## src/rtl/dff_frame_deserializer.sv

```systemverilog
// Frames a qualified serial bit stream (start, WIDTH data, stop) into words,
// buffers them in a DEPTH-entry FIFO and presents them on valid/ready.
// Ports:
//   clk, rst       clock, async active-low reset
//   bit_valid      qualifies bit_in this cycle
//   bit_in         serial data bit
//   out_data       head-of-FIFO word
//   out_valid      FIFO non-empty
//   out_ready      consumer accepts the head word
//   level          number of stored words
//   overflow       sticky: good frame dropped because the FIFO was full
//   frame_err      sticky: stop bit was 1
//   clr_err        synchronous clear of both sticky flags
module dff_frame_deserializer #(
  parameter int WIDTH     = 8,
  parameter int DEPTH     = 4,
  parameter bit MSB_FIRST = 1'b1
) (
  input  logic                       clk,
  input  logic                       rst,
  input  logic                       bit_valid,
  input  logic                       bit_in,
  output logic [WIDTH-1:0]           out_data,
  output logic                       out_valid,
  input  logic                       out_ready,
  output logic [$clog2(DEPTH+1)-1:0] level,
  output logic                       overflow,
  output logic                       frame_err,
  input  logic                       clr_err
);

  localparam int LW = $clog2(DEPTH + 1);
  localparam int AW = $clog2(DEPTH);
  localparam int CW = $clog2(WIDTH);

  typedef enum logic [1:0] {
    S_IDLE,
    S_SHIFT,
    S_STOP
  } state_t;

  state_t           state_q;
  logic [CW-1:0]    cnt_q;
  logic [WIDTH-1:0] asm_q;

  logic [WIDTH-1:0] mem_q [DEPTH];
  logic [AW-1:0]    wr_q;
  logic [AW-1:0]    rd_q;
  logic [LW-1:0]    level_q;
  logic [LW-1:0]    level_d;
  logic             ovf_q;
  logic             ferr_q;

  logic push_req;
  logic bad_stop;
  logic full;
  logic pop;
  logic push;
  logic ovf_set;

  assign push_req = (state_q == S_STOP) && bit_valid && !bit_in;
  assign bad_stop = (state_q == S_STOP) && bit_valid && bit_in;
  assign full     = (level_q == LW'(DEPTH));
  assign pop      = out_valid && out_ready;
  // A pop in the same cycle frees the slot, so a full FIFO still accepts.
  assign push     = push_req && (!full || pop);
  assign ovf_set  = push_req && full && !pop;
  assign level_d  = level_q + LW'(push) - LW'(pop);

  always_ff @(posedge clk or negedge rst) begin
    if (!rst) begin
      state_q <= S_IDLE;
      cnt_q   <= '0;
      asm_q   <= '0;
    end else if (bit_valid) begin
      unique case (state_q)
        S_IDLE: begin
          if (bit_in) begin
            state_q <= S_SHIFT;
            cnt_q   <= '0;
          end
        end
        S_SHIFT: begin
          if (MSB_FIRST) asm_q <= {asm_q[WIDTH-2:0], bit_in};
          else           asm_q <= {bit_in, asm_q[WIDTH-1:1]};
          cnt_q <= cnt_q + 1'b1;
          if (cnt_q == CW'(WIDTH - 1)) state_q <= S_STOP;
        end
        S_STOP: begin
          state_q <= S_IDLE;
        end
        default: state_q <= S_IDLE;
      endcase
    end
  end

  always_ff @(posedge clk or negedge rst) begin
    if (!rst) begin
      for (int i = 0; i < DEPTH; i++) mem_q[i] <= '0;
      wr_q    <= '0;
      rd_q    <= '0;
      level_q <= '0;
      ovf_q   <= 1'b0;
      ferr_q  <= 1'b0;
    end else begin
      if (push) begin
        mem_q[wr_q] <= asm_q;
        wr_q        <= wr_q + 1'b1;
      end
      if (pop) rd_q <= rd_q + 1'b1;
      level_q <= level_d;
      // Set wins over a coincident clear.
      ovf_q  <= ovf_set  | (ovf_q  & ~clr_err);
      ferr_q <= bad_stop | (ferr_q & ~clr_err);
    end
  end

  assign out_data  = mem_q[rd_q];
  assign out_valid = (level_q != '0);
  assign level     = level_q;
  assign overflow  = ovf_q;
  assign frame_err = ferr_q;

endmodule

```

## config.mk

```make
export PLATFORM = sky130hd
export DESIGN_NAME = dff_frame_deserializer
export DESIGN_NICKNAME = d
export VERILOG_FILES = /design/src/rtl/dff_frame_deserializer.sv
export SDC_FILE = /design/constraint.sdc
export NUM_CORES = 1
export LEC_CHECK = 0
export CAP_MARGIN = 10
export CORE_MARGIN = 3
export CORE_UTILIZATION = 35
export CTS_CLUSTER_DIAMETER = 200
export DETAILED_ROUTE_END_ITERATION = 10
export GPL_TIMING_DRIVEN = 0
export PLACE_DENSITY_LB_ADDON = 0.05
export SLEW_MARGIN = 10
export SYNTH_ARGS = -nofsm -noshare
export SYNTH_HDL_FRONTEND = slang
export SYNTH_SLANG_ARGS = --single-unit
```

## constraint.sdc

```tcl
create_clock -name clk -period 2.2 [get_ports clk]
set_input_delay 0.33 -clock clk [delete_from_list [all_inputs] [get_ports clk]]
set_output_delay 0.33 -clock clk [all_outputs]
set_load 0.05 [all_outputs]
```

After elaboration in Yosys (flattened, before gate mapping)
Index checks and enable logic that the tools add are counted.
{ "word_totals": {"wordCells": 62, "in_bits": 6, "out_inout_bits": 14, "reg_bits": 54} }
{ "op_classes": {"addsub": 5, "reduce_logical": 18, "mux": 11, "bitwise_logic": 7, "n_eq_ne": 6, "magnitude_cmp": 3} }
{ "ops": {"columns": ["op", "count"], "rows": [
  ["$bwmux 32", 1],
  ["$mux 8", 3],
  ["$bmux 8 s2", 1],
  ["$demux 8 s2", 1],
  ["$logic_and 1x1->1", 8],
  ["$eq 3x3->1 const B", 2],
  ["$ge 3x3->1 const B", 2],
  ["$not 2->3", 2],
  ["$pmux 3 s2", 1],
  ["$reduce_and 3->1", 2],
  ["$add 2x1->2 const B", 2],
  ["$mux 2", 2],
  ["$ne 2x2->1 const B", 2],
  ["$pmux 2 s2", 1],
  ["$add 3x1->3", 1],
  ["$add 3x1->3 const B", 1],
  ["$logic_not 1->1", 3],
  ["$lt 3x1->1 const B", 1],
  ["$mux 3", 1],
  ["$reduce_bool 3->1", 1],
  ["$sub 3x1->3", 1],
  ["$and 1x1->1", 2],
  ["$eq 2x1->1 const B", 1],
  ["$eq 2x2->1 const B", 1],
  ["other kinds (6)", 7]
]} }

Depth between registers and ports, before layout
Gate-level depths: netlist (run 1).
{ "depth": {"ltp_word": 6, "mapped_depth": 9, "mapped_depth_nobuf": 8} }

Worst setup path after synthesis (run 1)
No wires, ideal clock.
{ "synth_timing": {"kind": "register to register", "from": "register level_q[0] (netlist: level[0])", "to": "register level_q[2] (netlist: level[2])", "arrival_time_ns": 2.370, "path_slack_ns": -0.295, "path_stages_with_launch": 10, "cell_sequence": "dfrtp_1 or4b_1 buf_6 nand2_2 ha_1 inv_1 ha_1 fa_1 xnor2_1 xnor2_1"} }
{ "synth_between": {"elab_chain_cells": 6} }
{ "synth_lines": {"columns": ["element", "line_no", "text"], "rows": [
  ["start, declared", "49", "logic [LW-1:0] level_q;"],
  ["start signal, assigned", "111", "level_q <= level_d;"],
  ["$eq 3x3->1 or $reduce_bool 3->1 (tied branches)", "63, 119", null],
  ["$logic_not 1->1 or $logic_and 1x1->1 (tied branches)", "66, 64", null],
  ["$logic_or 1x1->1", "66", "assign push = push_req && (!full || pop);"],
  ["$logic_and 1x1->1", "66", null],
  ["$add 3x1->3", "68", "assign level_d = level_q + LW'(push) - LW'(pop);"],
  ["$sub 3x1->3 (*)", "68", null],
  ["named net level_d[2]", "50", "logic [LW-1:0] level_d;"]
]} }
The timed path passes the listed nets; every way through them passes the cells marked *.
A chain may end at the register's enable or synchronous reset.

Worst setup path in the final report (run 1)
{ "layout_timing": {"from": "input port out_ready", "to": "register level_q[2] (netlist: level[2])"} }
{ "layout_between": {"elab_chain_cells": 5} }
{ "layout_lines": {"columns": ["element", "line_no", "text"], "rows": [
  ["start, declared", "25", "input logic out_ready,"],
  ["$logic_and 1x1->1 (*)", "64", "assign pop = out_valid && out_ready;"],
  ["$logic_or 1x1->1", "66", null],
  ["$logic_and 1x1->1", "66", null],
  ["$add 3x1->3", "68", null],
  ["$sub 3x1->3 (*)", "68", null],
  ["named net level_d[2]", "50", null]
]} }
Marked as above.

==> results.sh, run 1 <==
export IMPL_status="finished clean"
export IMPL_insertion_delay_ns=0.30
export IMPL_period_minus_slack_ns=2.149
export IMPL_clockBufferDepth=2
export IMPL_path_clk_slew_ns=0.09
export IMPL_hold_buffers=0
export IMPL_drc_errors=0
export IMPL_yosysUniqueCellTypes=28
export IMPL_cts_tree="built"
export IMPL_yosys_area_top_type="dfrtp_1"
export IMPL_r2r_end="level[2]$_DFF_PN0_"
export IMPL_synth_common_cells="dfrtp_1, mux2_2, inv_1"
export IMPL_hp_class="in2async"
export IMPL_synth_edf_count=0
export IMPL_first_global_vias=1539
export IMPL_layout_setup_ws_ns=0.05136
export IMPL_skew_ns=0.003928
export IMPL_core_rowCount=29
export IMPL_dr_pass1_iters=4
export IMPL_period_share_pct=97.67
export IMPL_worst_path_max_fanout=2
export IMPL_synthesis_area_um2=2440
export IMPL_start_util_pct=37.15
export IMPL_whs_ns=0.08334
export IMPL_power_density_nw_per_um2=1036
export IMPL_ys_seq_area_share_pct=55.38
export IMPL_antenna_found_initial=0
export IMPL_required_ns=2.43
export IMPL_synth_cells=158
export IMPL_grt_ovfl_total=0
export IMPL_final_layout_size_suffix_gt1_share_pct=45.99
export IMPL_numPortBuffers=19
export IMPL_grt_max_degree=32
export IMPL_rrSetupSlack_ns=0.09
export IMPL_ys_ff_latch=54
export IMPL_dpl_hpwl_um=3140
export IMPL_cts_htree_levels=2
export IMPL_maxCapViolations=0
export IMPL_dieArea_um2=8008
export IMPL_register_area_um2=1356
export IMPL_die_h_um=89.49
export IMPL_fmax_mhz=465.4
export IMPL_routabilityCongestion=0.6871
export IMPL_crit_type="in2reg"
export IMPL_synthFlopType="dfrtp_1"
export IMPL_cts_buffers=5
export IMPL_root_buffer="clkbuf_8"
export IMPL_yosysWarnings=0
export IMPL_tightest_slew_ns=0.7424
export IMPL_diodes=0
export IMPL_area_delta_synth_final_pct=19.59
export IMPL_vdd_ir_drop_worst_uv=646.4
export IMPL_routedWlPerCell_um=16.40
export IMPL_ios=20
export IMPL_avgSynthCellArea_um2=15.44
export IMPL_final_setup_viol_count=0
export IMPL_reg2reg_from="state_q[0]$_DFFE_PN0P_"
export IMPL_die_w_um=89.49
export IMPL_netlist_top_cells_area="dfrtp_1, mux2_2, mux4_2"
export IMPL_rr_worst_depth=9
export IMPL_grt_pass1_wl_um=7948
export IMPL_ys_async_sr_fraction_pct=100.0
export IMPL_post_synth_top_count_cell="dfrtp_1"
export IMPL_leakagePower_nw=1.349
export IMPL_dp_slack_ns=-0.3937
export IMPL_drt_wl_total_um=4592
export IMPL_synth_top_area_share_pct=55.38
export IMPL_crit_arrival_ns=2.37
export IMPL_ant_nets=0
export IMPL_fillers=602
export IMPL_vias=1359
export IMPL_multiInputGateArea_um2=1064
export IMPL_cts_sinks=54
export IMPL_syn_num_nets=173
export IMPL_crit_path_start_kind="input pin"
export IMPL_finalHoldViolCount=0
export IMPL_rsz0062_at_grt="yes"
export IMPL_slew_headroom_pct=50.51
export IMPL_fin_nets=202
export IMPL_routed_via_density=4.854
export IMPL_grtUsageTotal_pct=13.43
export IMPL_setup_worst_path_end_class="flop"
export IMPL_core_area_um2=6568
export IMPL_maxSlewViolCount=0
export IMPL_drt_iter0_markers=65
## through the flow
step	TNS [ns]	std cells	util [%]	power [mW]	area (um^2)
after global routing	-0.03777	280	44.43	3.241	2918
final	0	280	44.43	3.023	2918
after detailed placement	-1.626	271	42.71	2.350	2805
after CTS	0	279	44.71	3.067	2937
after floorplan	-0.09307	158	-	2.042	2476
after global placement	-41.13	270	42.37	2.282	2783
## per-layer routing
| layer | part of all wire (%) | up-vias | global-route usage, % | routed length, um |
|---|---|---|---|---|
| li1 | - | 624 | - | - |
| met1 | 43 | 718 | 16.67 | 1965 |
| met2 | 53 | 15 | 23.04 | 2446 |
| met3 | 3.3 | 2 | 3.963 | 150 |
| met4 | 0.63 | 0 | 3.248 | 29 |
| met5 | 0 | - | 0 | 0 |
## cells by family after synthesis
logic type | synth area share [%]
AOI/OAI and AO/OA | 2.872
DFF | 55.38
buffers and inverters | 2.821
muxes | 26.31
and+or+nand+nor | 5.898
xor gates and xnor gates | 1.795
adders and majority gates | 4.923
## power breakdown
part	switching [mW]	internal [mW]	leakage, nW
Sequential	0.242	1.19	0.713
Combinational	0.464	0.450	0.579
Clock	0.312	0.364	0.0573
Total	1.02	2.00	1.35
## layout make-up
class                      count  area share [%]
tap                           93           3.988
clock buffer                   6           2.830
buffer                         3          0.7719
multi-input combinational     89           36.45
clock inverter                 1           1.029
inverter                      10           1.286
timing repair buffer          24           7.161
sequential                    54           46.48
## sequential cells by signal (all words and copies together), names as in the netlist
name and count:
frame_err 1, rd_q 2, mem_q 32, overflow 1, asm_q 8, wr_q 2, state_q 2, level 3
cnt_q 3
## cell usage in the layout, fill, tap and decap left out, types with 2 or more instances in the layout
| master | instances |
|---|---|
| clkbuf_8 | 6 |
| a32o_1 | 2 |
| ha_4 | 2 |
| xnor2_1 | 3 |
| dfrtp_2 | 4 |
| mux4_2 | 8 |
| nand3_4 | 4 |
| clkbuf_2 | 7 |
| o21ai_0 | 3 |
| o22ai_1 | 3 |
| nand2_1 | 4 |
| clkdlybuf4s50_1 | 7 |
| inv_1 | 9 |
| mux2_1 | 2 |
| dfrtp_1 | 50 |
| dlygate4sd2_1 | 2 |
| ha_1 | 6 |
| buf_4 | 5 |
| mux2_2 | 39 |
## how the worst max path moves through the flow
| stage | start | endpoint | slack, ns | depth (start not counted) |
|---|---|---|---|---|
| finish | out_ready | level[2]$_DFF_PN0_ | 0.05 | 9 |
| global route | level[0]$_DFF_PN0_ | level[2]$_DFF_PN0_ | -0.04 | 8 |
| CTS | level[1]$_DFF_PN0_ | level[2]$_DFF_PN0_ | 0.003 | 9 |
| detailed placement | bit_valid | level[2]$_DFF_PN0_ | -0.39 | 10 |
| global placement | rst | level[0]$_DFF_PN0_ | -0.92 | 1 |
| floorplan | level[1]$_DFF_PN0_ | level[2]$_DFF_PN0_ | -0.09 | 9 |
## critical path, stage by stage
cell and delay (ns):
clkdlybuf4s50_1 0.42, or4b_4 0.56, nand2_4 0.10, ha_4 0.12, inv_2 0.03, ha_4 0.15
fa_2 0.36, xnor2_2 0.14, xnor2_1 0.16
## repair_timing
action,4_1_cts,5_1_grt
setup buffers,2,2
setup endpoints to repair,9,9
pin swaps,1,6
resized for setup,16,16
No activity file was read; power rests on OpenSTA's default activity.
==> inputs of run 2 (changes only) <==
CORE_MARGIN = default   (was 3)
clock period = 1.8 ns   (was 2.2 ns; I/O delays follow)
==> run 2 against run 1 <==
The run now ends with setup timing left. Hold slack improved by 0.23 ns. Cell area increased by 9.0%. Sequential cell count unchanged. Core utilization increased by 2.7 points. Sequential power increased by 23%. Setup slack got worse by 0.35 ns. First-iteration DRC count decreased by 52%. Via count increased by 4.3%. Critical path type is now reg2reg. Highest routed layer unchanged.
==> results.sh, run 2 (synthesized netlist as in run 1, its figures left out) <==
export IMPL_setup_tns_ns=-3.002
export IMPL_slowest_stage="dfrtp_2"
export IMPL_final_setup_viol_count=42
export IMPL_clockBufferDepth=2
export IMPL_insertion_delay_ns=0.30
export IMPL_layout_common_cells="dfrtp_1, mux2_4, inv_1, mux2_2, buf_4"
export IMPL_slew_headroom_pct=57.08
export IMPL_utilization_pct=47.09
export IMPL_violations="setup timing"
export IMPL_root_buffer="clkbuf_8"
export IMPL_start_util_pct=36.11
export IMPL_crit_arrival_ns=2.33
export IMPL_cts_buffers=5
export IMPL_worst_path_max_fanout=4
export IMPL_period_minus_slack_ns=2.097
export IMPL_reg2reg_from="level[1]$_DFF_PN0_"
export IMPL_pwr_share_clk_pct=17.8
export IMPL_fillers=596
export IMPL_worstPathCellList="buf_4 -> o31a_1 -> ha_4 -> inv_2 -> ha_4 -> fa_2 -> xnor2_2 -> xnor2_1"
export IMPL_dr_pass1_iters=4
export IMPL_hp_class="in2reg"
export IMPL_ant_nets=0
export IMPL_final_instance_count_excl_fill=279
export IMPL_core_area_um2=6756
export IMPL_cts_sinks=54
export IMPL_swShare_pct=33.99
export IMPL_r2r_end="level[2]$_DFF_PN0_"
export IMPL_period_share_pct=116.5
export IMPL_fmax_mhz=476.8
export IMPL_cp_common_cell="ha_4"
export IMPL_combPwrFrac_pct=36.5
export IMPL_internal_power_mw=2.541
export IMPL_leakagePower_nw=1.549
export IMPL_path_depth=8
export IMPL_cts_htree_levels=2
export IMPL_grtUsageTotal_pct=14.65
export IMPL_finalHoldViolCount=0
export IMPL_cts_tree="built"
export IMPL_drt_wl_total_um=4976
export IMPL_max_stage_delay_ns=0.42
export IMPL_vias=1417
export IMPL_skew_ns=0.004199
export IMPL_die_h_um=85.49
export IMPL_die_w_um=85.49
export IMPL_area_delta_synth_final_pct=30.41
export IMPL_maxSlewViolCount=0
export IMPL_largest_register_ffs=32
export IMPL_rrSetupSlack_ns=-0.30
export IMPL_crit_path_end="level[2]$_DFF_PN0_"
export IMPL_dpl_hpwl_um=3151
export IMPL_path_clk_slew_ns=0.09
export IMPL_ios=20
export IMPL_worstPathBufferInverterCount=2
export IMPL_tightest_slew_ns=0.6438
export IMPL_worstSetupStartpoint="level[1]$_DFF_PN0_"
export IMPL_seq_power_share_pct=45.7
export IMPL_routed_via_density=5.079
export IMPL_cpLargestDelayFamily="adder cells"
export IMPL_layout_commonest_cell="dfrtp_1"
export IMPL_antenna_found_initial=0
export IMPL_status="finished, violations left"
export IMPL_reg_largest_list="mem_q (32), asm_q (8)"
export IMPL_drt_iter0_markers=31
export IMPL_rr_worst_depth=8
export IMPL_setup_worst_path_end_class="flop"
export IMPL_crit_type="reg2reg"
export IMPL_vdd_ir_drop_worst_uv=773.9
export IMPL_final_layout_size_suffix_gt1_share_pct=50.25
export IMPL_grt_max_degree=29
export IMPL_drc_errors=0
export IMPL_grt_pass1_wl_um=7997
export IMPL_first_global_vias=1600
export IMPL_dp_slack_ns=-0.7854
export IMPL_largest_register="mem_q"
export IMPL_routedWlPerCell_um=17.84
export IMPL_placed_cells=258
export IMPL_fin_nets=213
export IMPL_power_density_nw_per_um2=1210
export IMPL_required_ns=2.03
export IMPL_maxCapViolations=0
export IMPL_placed_area_um2=2781
export IMPL_numPortBuffers=19
export IMPL_p_switching_mw=1.309
export IMPL_dieArea_um2=7309
export IMPL_core_rowCount=30
export IMPL_grt_ovfl_total=0
export IMPL_rsz0062_at_grt="yes"
export IMPL_crit_path_start_kind="flop"
export IMPL_diodes=0
export IMPL_layout_setup_ws_ns=-0.2971
export IMPL_routabilityCongestion=0.6883
export IMPL_final_cell_area_um2=3182
==> run 2: through the flow <==
| stage | hold WS [ns] | total power [mW] |
|---|---|---|
| finish | 0.3181 | 3.850 |
| floorplan | -0.02559 | 2.496 |
| global route | 0.3244 | 4.106 |
| global placement | 0.4697 | 2.782 |
| CTS | 0.4065 | 3.733 |
| detailed placement | 0.3329 | 2.875 |
==> run 2: metal layers <==
metal | vias up | GRT usage, % | wire length, um
met2 | 15 | 27.71 | 2737
met3 | 6 | 3.176 | 107
met5 | - | 0 | 0
li1 | 642 | - | -
met1 | 754 | 16.57 | 2072
met4 | 0 | 4.091 | 59
==> run 2: repair_timing <==
action / 4_1_cts / 5_1_grt
endpoints found under the setup margin: 13 / 43
pin swaps: 5 / 6
resized for setup: 86 / 32
hold buffers: 1 / 0
buffers inserted: 7 / 7
endpoints found under the hold margin: 12 / 0
==> run 2: worst min-delay path by stage <==
stage | start | slack (ns) | to | depth (start not counted)
6_report | bit_in | 0.32 | asm_q[0]$_DFFE_PN0P_ | 2
5_1_grt | bit_in | 0.32 | asm_q[0]$_DFFE_PN0P_ | 2
4_1_cts | bit_valid | 0.41 | state_q[1]$_DFFE_PN0P_ | 2
3_5_place_dp | rst | 0.33 | mem_q[23]$_DFFE_PN0P_ | 1
3_3_place_gp | mem_q[23]$_DFFE_PN0P_ | 0.47 | mem_q[23]$_DFFE_PN0P_ | 1
2_1_floorplan | rst | -0.03 | asm_q[0]$_DFFE_PN0P_ | 0
==> run 2: power groups by stage <==
stage	registers [mW]	clock network [mW]	logic, mW
3_5_place_dp	1.73	0	1.15
2_1_floorplan	1.78	0	0.720
6_report	1.76	0.685	1.41
5_1_grt	1.80	0.779	1.52
3_3_place_gp	1.70	0	1.08
4_1_cts	1.75	0.722	1.26
==> run 2: cell type report <==
class                   instances  area [um^2]  area share (%)
flip-flops and latches         54         1358           42.67
multi-input cells              89         1184           37.20
repair buffers                 35        372.9           11.72
well taps                      80        100.1           3.146
clock buffers                   7        86.33           2.713
plain buffers                   3        38.79           1.219
inverters                      10        37.54           1.180
clock inverters                 1        5.005          0.1573
==> inputs of run 3 (changes only) <==
CTS_CLUSTER_DIAMETER = 60   (was 200)
==> results of run 3 <==
No change in the layout: final DEF, timing and power equal those of run 2.
